--- src/rtl/vdata_loader.sv ---
// vdata_loader: on each vsync start, fetches an 8x8 bitmap (8 bytes) and commits it to vdata in one cycle.
// Optional build macro VLOAD_TIMEOUT_EN adds a per-byte ack timeout with a sticky load_err flag.
module vdata_loader #(
    parameter int                ADDR_W    = 16,
    parameter logic [ADDR_W-1:0] BASE_ADDR = 16'h0000,
    parameter int                TIMEOUT   = 255
) (
    input  logic              dclk,
    input  logic              clr_n,
    input  logic              vsync,
    input  logic              page,
    output logic              mem_req,
    output logic [ADDR_W-1:0] mem_addr,
    input  logic              mem_ack,
    input  logic [7:0]        mem_rdata,
    output logic [63:0]       vdata,
    output logic              frame_done,
    output logic              load_err
);
    typedef enum logic [1:0] {
        ST_IDLE   = 2'd0,
        ST_FETCH  = 2'd1,
        ST_COMMIT = 2'd2
    } state_t;

    state_t            state_r;
    state_t            state_nx_s;
    logic              vsync_q_r;
    logic              mem_req_r;
    logic [ADDR_W-1:0] mem_addr_r;
    logic [63:0]       shadow_r;
    logic [63:0]       vdata_r;
    logic              frame_done_r;
    logic [2:0]        idx_r;
    logic              start_s;
    logic              take_s;
    logic              last_s;
    logic              tmo_s;
    logic              wait_hit_s;
    logic [ADDR_W-1:0] base_s;

    // Page 1 sits 8 bytes above page 0; the sum wraps modulo 2^ADDR_W.
    assign base_s = BASE_ADDR + {{(ADDR_W-4){1'b0}}, page, 3'b000};

    // State register
    always_ff @(posedge dclk) begin
        if (!clr_n) begin
            state_r <= ST_IDLE;
        end else begin
            state_r <= state_nx_s;
        end
    end

    // Next-state and transfer strobes
    always_comb begin
        state_nx_s = state_r;
        start_s    = 1'b0;
        take_s     = 1'b0;
        last_s     = 1'b0;
        tmo_s      = 1'b0;
        case (state_r)
            ST_IDLE: begin
                if (vsync_q_r && !vsync) begin
                    start_s    = 1'b1;
                    state_nx_s = ST_FETCH;
                end else begin
                    state_nx_s = ST_IDLE;
                end
            end
            ST_FETCH: begin
                if (mem_ack) begin
                    take_s = 1'b1;
                    if (idx_r == 3'd7) begin
                        last_s     = 1'b1;
                        state_nx_s = ST_COMMIT;
                    end else begin
                        state_nx_s = ST_FETCH;
                    end
                end else if (wait_hit_s) begin
                    tmo_s      = 1'b1;
                    state_nx_s = ST_IDLE;
                end else begin
                    state_nx_s = ST_FETCH;
                end
            end
            ST_COMMIT: begin
                state_nx_s = ST_IDLE;
            end
            default: begin
                state_nx_s = ST_IDLE;
            end
        endcase
    end

    // Request/address sequencing, byte capture and atomic commit
    always_ff @(posedge dclk) begin
        if (!clr_n) begin
            vsync_q_r    <= 1'b1;
            mem_req_r    <= 1'b0;
            mem_addr_r   <= {ADDR_W{1'b0}};
            idx_r        <= 3'd0;
            shadow_r     <= 64'd0;
            vdata_r      <= 64'd0;
            frame_done_r <= 1'b0;
        end else begin
            vsync_q_r    <= vsync;
            frame_done_r <= 1'b0;
            if (start_s) begin
                mem_req_r  <= 1'b1;
                mem_addr_r <= base_s;
                idx_r      <= 3'd0;
            end else if (take_s) begin
                shadow_r[{idx_r, 3'b000} +: 8] <= mem_rdata;
                if (last_s) begin
                    mem_req_r <= 1'b0;
                    idx_r     <= 3'd0;
                end else begin
                    idx_r      <= idx_r + 3'd1;
                    mem_addr_r <= mem_addr_r + {{(ADDR_W-1){1'b0}}, 1'b1};
                end
            end else if (tmo_s) begin
                mem_req_r <= 1'b0;
            end else begin
                mem_req_r <= mem_req_r;
            end
            if (state_r == ST_COMMIT) begin
                vdata_r      <= shadow_r;
                frame_done_r <= 1'b1;
            end else begin
                vdata_r <= vdata_r;
            end
        end
    end

`ifdef VLOAD_TIMEOUT_EN
    localparam int              TO_W    = $clog2(TIMEOUT + 1);
    localparam logic [TO_W-1:0] TO_LAST = TO_W'(TIMEOUT - 1);

    logic [TO_W-1:0] wait_cnt_r;
    logic            load_err_r;

    // Per-byte wait counter, restarted by every new request
    always_ff @(posedge dclk) begin
        if (!clr_n) begin
            wait_cnt_r <= {TO_W{1'b0}};
        end else if (start_s || take_s) begin
            wait_cnt_r <= {TO_W{1'b0}};
        end else if (state_r == ST_FETCH) begin
            wait_cnt_r <= wait_cnt_r + TO_W'(1);
        end else begin
            wait_cnt_r <= wait_cnt_r;
        end
    end

    // Sticky timeout flag, cleared only by a successful commit
    always_ff @(posedge dclk) begin
        if (!clr_n) begin
            load_err_r <= 1'b0;
        end else if (tmo_s) begin
            load_err_r <= 1'b1;
        end else if (state_r == ST_COMMIT) begin
            load_err_r <= 1'b0;
        end else begin
            load_err_r <= load_err_r;
        end
    end

    assign wait_hit_s = (wait_cnt_r == TO_LAST);
    assign load_err   = load_err_r;
`else
    logic unused_timeout_s;

    assign unused_timeout_s = (TIMEOUT > 0);
    assign wait_hit_s       = 1'b0;
    assign load_err         = 1'b0;
`endif

    assign mem_req    = mem_req_r;
    assign mem_addr   = mem_addr_r;
    assign vdata      = vdata_r;
    assign frame_done = frame_done_r;

endmodule

--- config.mk ---
export PLATFORM = sky130hd
export DESIGN_NAME = vdata_loader
export DESIGN_NICKNAME = d
export VERILOG_FILES = /design/src/rtl/vdata_loader.sv
export SDC_FILE = /design/constraint.sdc
export NUM_CORES = 1
export LEC_CHECK = 0
export CAP_MARGIN = 0
export CORE_AREA = 2 2 120 122
export CTS_BUF_LIST = sky130_fd_sc_hd__clkbuf_4
export DETAILED_ROUTE_END_ITERATION = 10
export DIE_AREA = 0 0 122 124
export DONT_BUFFER_PORTS = 1
export SLEW_MARGIN = 20
export SYNTH_ARGS = -nofsm -noshare
export SYNTH_HDL_FRONTEND = slang
export SYNTH_SLANG_ARGS = --single-unit
export TNS_END_PERCENT = 50
--- constraint.sdc ---
create_clock -name dclk -period 2.9 [get_ports dclk]
set_input_delay 0.87 -clock dclk [delete_from_list [all_inputs] [get_ports dclk]]
set_output_delay 0.87 -clock dclk [all_outputs]
set_load 0.01 [all_outputs]
After elaboration in Yosys (flattened, before gate mapping):

Index checks and enable logic that the tools add are counted.

* add/sub/neg operators: 3
* equal/unequal tests: 4
* shifts and indexed selects: 2
* muxes and demuxes: 20
* bitwise logic cells: 3
* reduce and logical (&&, ||, !) cells: 10

Operators with widths (number)
* $bwmux 64: 1
* $shift 8x8->64 const A: 1
* $shiftx 8x8->64: 1
* $add 16x1->16 const B: 1
* $mux 1: 12
* $mux 4: 3
* $neg 6->8: 1
* $reduce_and 2->1: 4
* $mux 2: 2
* $pmux 2 s2: 1
* $reduce_bool 2->1: 2
* $add 3x1->3 const B: 1
* $eq 3x3->1 const B: 1
* $mux 3: 1
* $not 1->1: 3
* $eq 2x1->1 const B: 1
* $eq 2x2->1 const B: 1
* $logic_not 2->1: 1
* $ne 2x2->1 const B: 1
* $reduce_or 2->1: 1
* $logic_and 1x1->1: 1
* $logic_not 1->1: 1

* register bits after elaboration: 152
* input bits: 13
* output and inout bits: 83

Depth between registers and ports, before layout:

* depth in word-level cells: 7
* depth in mapped cells: 9

Worst setup path after synthesis:

No wires, ideal clock.

* path type: flip-flop to flip-flop
* start: register idx_r[0]
* end: register shadow_r[27]
* setup time: 0.076 ns
* arrival time: 2.156 ns
* required time: 2.824 ns
* slack: 0.669 ns
* stages on the path, launching flop included: 10
* path buffers: 2
* clock period less this slack: 2.231 ns
* cells stage by stage: dfxtp_1 inv_2 ha_1 ha_1 clkbuf_1 o31a_1 and3_1 clkbuf_1 nand3_1 a21boi_0

* word-level cells in the longest chain between the ends: 3
* elaborated cells between the ends (all ways): 4

Ends and longest elaborated chain
* start: declaration: RTL line 34 `logic [2:0] idx_r;`
* start signal: assignment: RTL line 118 `idx_r <= idx_r + 3'd1;`
* $neg 6->8 (*): RTL line 113 `shadow_r[{idx_r, 3'b000} +: 8] <= mem_rdata;`
* $shiftx 8x8->64 / $shift 8x8->64 (equally long branches): RTL line 113
* $bwmux 64 (*): RTL line 113
* end signal: indexed assignment: RTL line 113
* end: declaration: RTL line 31 `logic [63:0] shadow_r;`

Mark *: on every way between the ends. The rest lies on a longest branch, timed or not.
A chain may end at the register's enable or synchronous reset.

Worst setup path in the final report:

* start: register idx_r[0]
* end: register shadow_r[32]

Same word-level chain as after synthesis.

==> flow_summary.json <==
{
  "fin_crit_ns": 2.459,
  "dr.pass1.iters": 4,
  "place.gp.congestion": 0.8738,
  "clock_tree.root_cell": "clkbuf_4",
  "portBuffers": 0,
  "finalMaxSlewViolations": 0,
  "clk_pin_slew_ns": 0.12,
  "rsz0062_at_grt": "no",
  "start_kind": "flop",
  "setup_slack_ns": 0.4413,
  "post-place-ws_ns": 0.4619,
  "drive_gt1_share_pct": 7.615,
  "post_layout_nonfiller_instances": 876,
  "num-fill-cells": 1316,
  "grt_max_degree": 137,
  "vias_per_cell": 5.312,
  "dp_hpwl_mm": 9.281,
  "synth_area_sq_um": 6116,
  "synth.area.top_cells": "dfxtp_1 (50%), a21boi_0 (11%), nand2_1 (11%), nand3_1 (5.4%), clkbuf_1 (3.0%)",
  "clockBufferDepth": 2,
  "ys_seq_area_share_pct": 49.75,
  "timing.final.crit_share_pct": 84.78,
  "worst_pin_slew_ns": 0.6875,
  "ys_warn_count": 0,
  "cts_buffers": 17,
  "worstPathRequired_ns": 3.34,
  "cts_tree": "done",
  "critPathCaptureType": "flop",
  "finalPower_mw": 3.599,
  "most-common-layout-cells": "nand2_1 (182), dfxtp_1 (152), a21boi_0 (91), nand3_1 (66), a21boi_1 (21)",
  "cellLeakagePower_nw": 2.173,
  "initial_core_util_pct": 44.58,
  "synth_area_leader_cell": "dfxtp_1",
  "hold_path.class": "input pin to flop",
  "finalHoldViolCount": 0,
  "yosysUniqueCellTypes": 42,
  "cts_setup_buffers": 0,
  "synthDominantCellAreaShare_pct": 49.75,
  "ctsResizeCount": 0,
  "grt_usage_pct": 19.04,
  "drtIter0Drc": 289,
  "grt_overflow_total": 0,
  "arrival_ns": 2.90,
  "coreArea_sq_um": 13720,
  "syn-num-nets": 729,
  "wl_per_cell_um": 15.81,
  "finalSetupViolations": 0,
  "io_pins": 96,
  "drv_cap": 0,
  "cts_hold_buffers": 0,
  "p_per_area_nw_per_um2": 548.1,
  "ant_nets": 0,
  "status": "complete, no violations",
  "drt_wl_total_mm": 13.85,
  "dieArea_sq_um": 15130,
  "ys_seq_elements": 152,
  "layout.nets": 706,
  "grt_pass1_vias": 4384,
  "antenna_found_initial": 0,
  "die_x_um": 122,
  "drc": 0,
  "vias": 4653,
  "fin_setup_tns_ns": 0,
  "htree_levels": 4,
  "worstSetupPathType": "flop to flop",
  "rows": 43,
  "die_y_um": 124,
  "cp_max_fo": 14,
  "slew_headroom_pct": 54.16,
  "dpl.cell_count": 845,
  "syn_to_final_growth_pct": 7.365,
  "insertedDiodeCount": 0,
  "fmax_mhz": 406.7,
  "avgSynthCellArea_sq_um": 8.650,
  "insertion_delay_ns": 0.57,
  "skew_ns": 0.01964,
  "final_common_cell": "nand2_1",
  "ir_worst_vdd_mv": 0.2352,
  "synthCells": 707,
  "cts_sinks": 152,
  "grt_pass1_wl_mm": 22.25
}
[sequential cells by signal, indices dropped and copies added (netlist names)]
register    cells
frame_done      1
idx_r           3
mem_addr       16
mem_req         1
shadow_r       64
state_r         2
vdata          64
vsync_q_r       1
[final timing paths]
| check | start | to | slack (ns) | cells past startpoint |
|---|---|---|---|---|
| worst max-delay path | idx_r[0] | shadow_r[32] | 0.44 | 7 |
| worst min-delay path | clr_n | vsync_q_r | 0.39 | 1 |
| worst max register to register | idx_r[0] | shadow_r[32] | 0.44 | 7 |
| worst min register to register | shadow_r[26] | shadow_r[26] | 0.46 | 2 |
[through the flow]
step,hold slack (ns),util (%),cell area (sq um)
CTS,0.3348,47.86,6566
floorplan,0.4353,-,6116
global route,0.3470,47.86,6566
finish,0.3915,47.86,6566
detailed placement,0.4467,45.62,6259
global placement,0.4460,45.62,6259
[cells by family after synthesis]
| family | count (synthesis) | synth area share (%) |
|---|---|---|
| multiplexers | 10 | 1.637 |
| XOR/XNOR | 9 | 1.289 |
| other | 1 | 0.06132 |
| AO/OA/AOI/OAI | 138 | 16.08 |
| buffers and inverters | 60 | 3.826 |
| AND/OR/NAND/NOR | 328 | 25.51 |
| flip-flops | 152 | 49.75 |
| adder cells (fa/ha/maj) | 9 | 1.841 |
[layer usage]
| metal | up-vias | global-route usage (%) | part of all wire (%) |
|---|---|---|---|
| met2 | 107 | 30.27 | 47 |
| li1 | 2329 | - | - |
| met1 | 2200 | 24.29 | 45 |
| met4 | 0 | 7.399 | 1.4 |
| met5 | - | 0 | 0 |
| met3 | 17 | 5.769 | 6.5 |
[cell type report]
type,instances,area (sq um),share of cell area [%]
Tap cell,180,225.2,3.430
Inverter,5,18.77,0.2858
Timing Repair Buffer,13,122.6,1.867
Clock inverter,14,180.2,2.744
Sequential cell,152,3043,46.34
Multi-Input combinational cell,495,2849,43.39
Clock buffer,17,127.6,1.944
[cell usage after synthesis, drive strengths merged]
master,count
and3b,1
mux2i,10
a21boi,112
or4b,2
nor4bb,1
nor3b,4
or3,3
nand3,66
dfxtp,152
nand4,1
ha,9
nor4b,4
a21oi,9
xnor2,7
o31a,1
buf,6
and3,8
and2,2
nand4b,4
clkbuf,49
or4,2
nor2b,12
nand2,182
inv,5
a211oi,1
conb,1
nor3,7
nand3b,2
o21ai,12
nor4,2
nor2,13
a31oi,1
xor2,2
a22oi,2
nand2b,12
[report_power, final]
group          total [mW]  switching [mW]  internal (mW)
combinational      0.0782          0.0334         0.0448
sequential           2.11          0.0138           2.10
clock                1.41           0.740          0.670
total                3.60           0.787           2.81
[critical path: stages, from the launching register on]
cell and delay [ns]:
dfxtp_1 0.52, inv_2 0.12, ha_1 0.23, ha_1 0.44, o31a_1 0.30, nand3_1 0.40, nand3_1 0.22, o21ai_0 0.10
(Power assumes the default switching activity.)
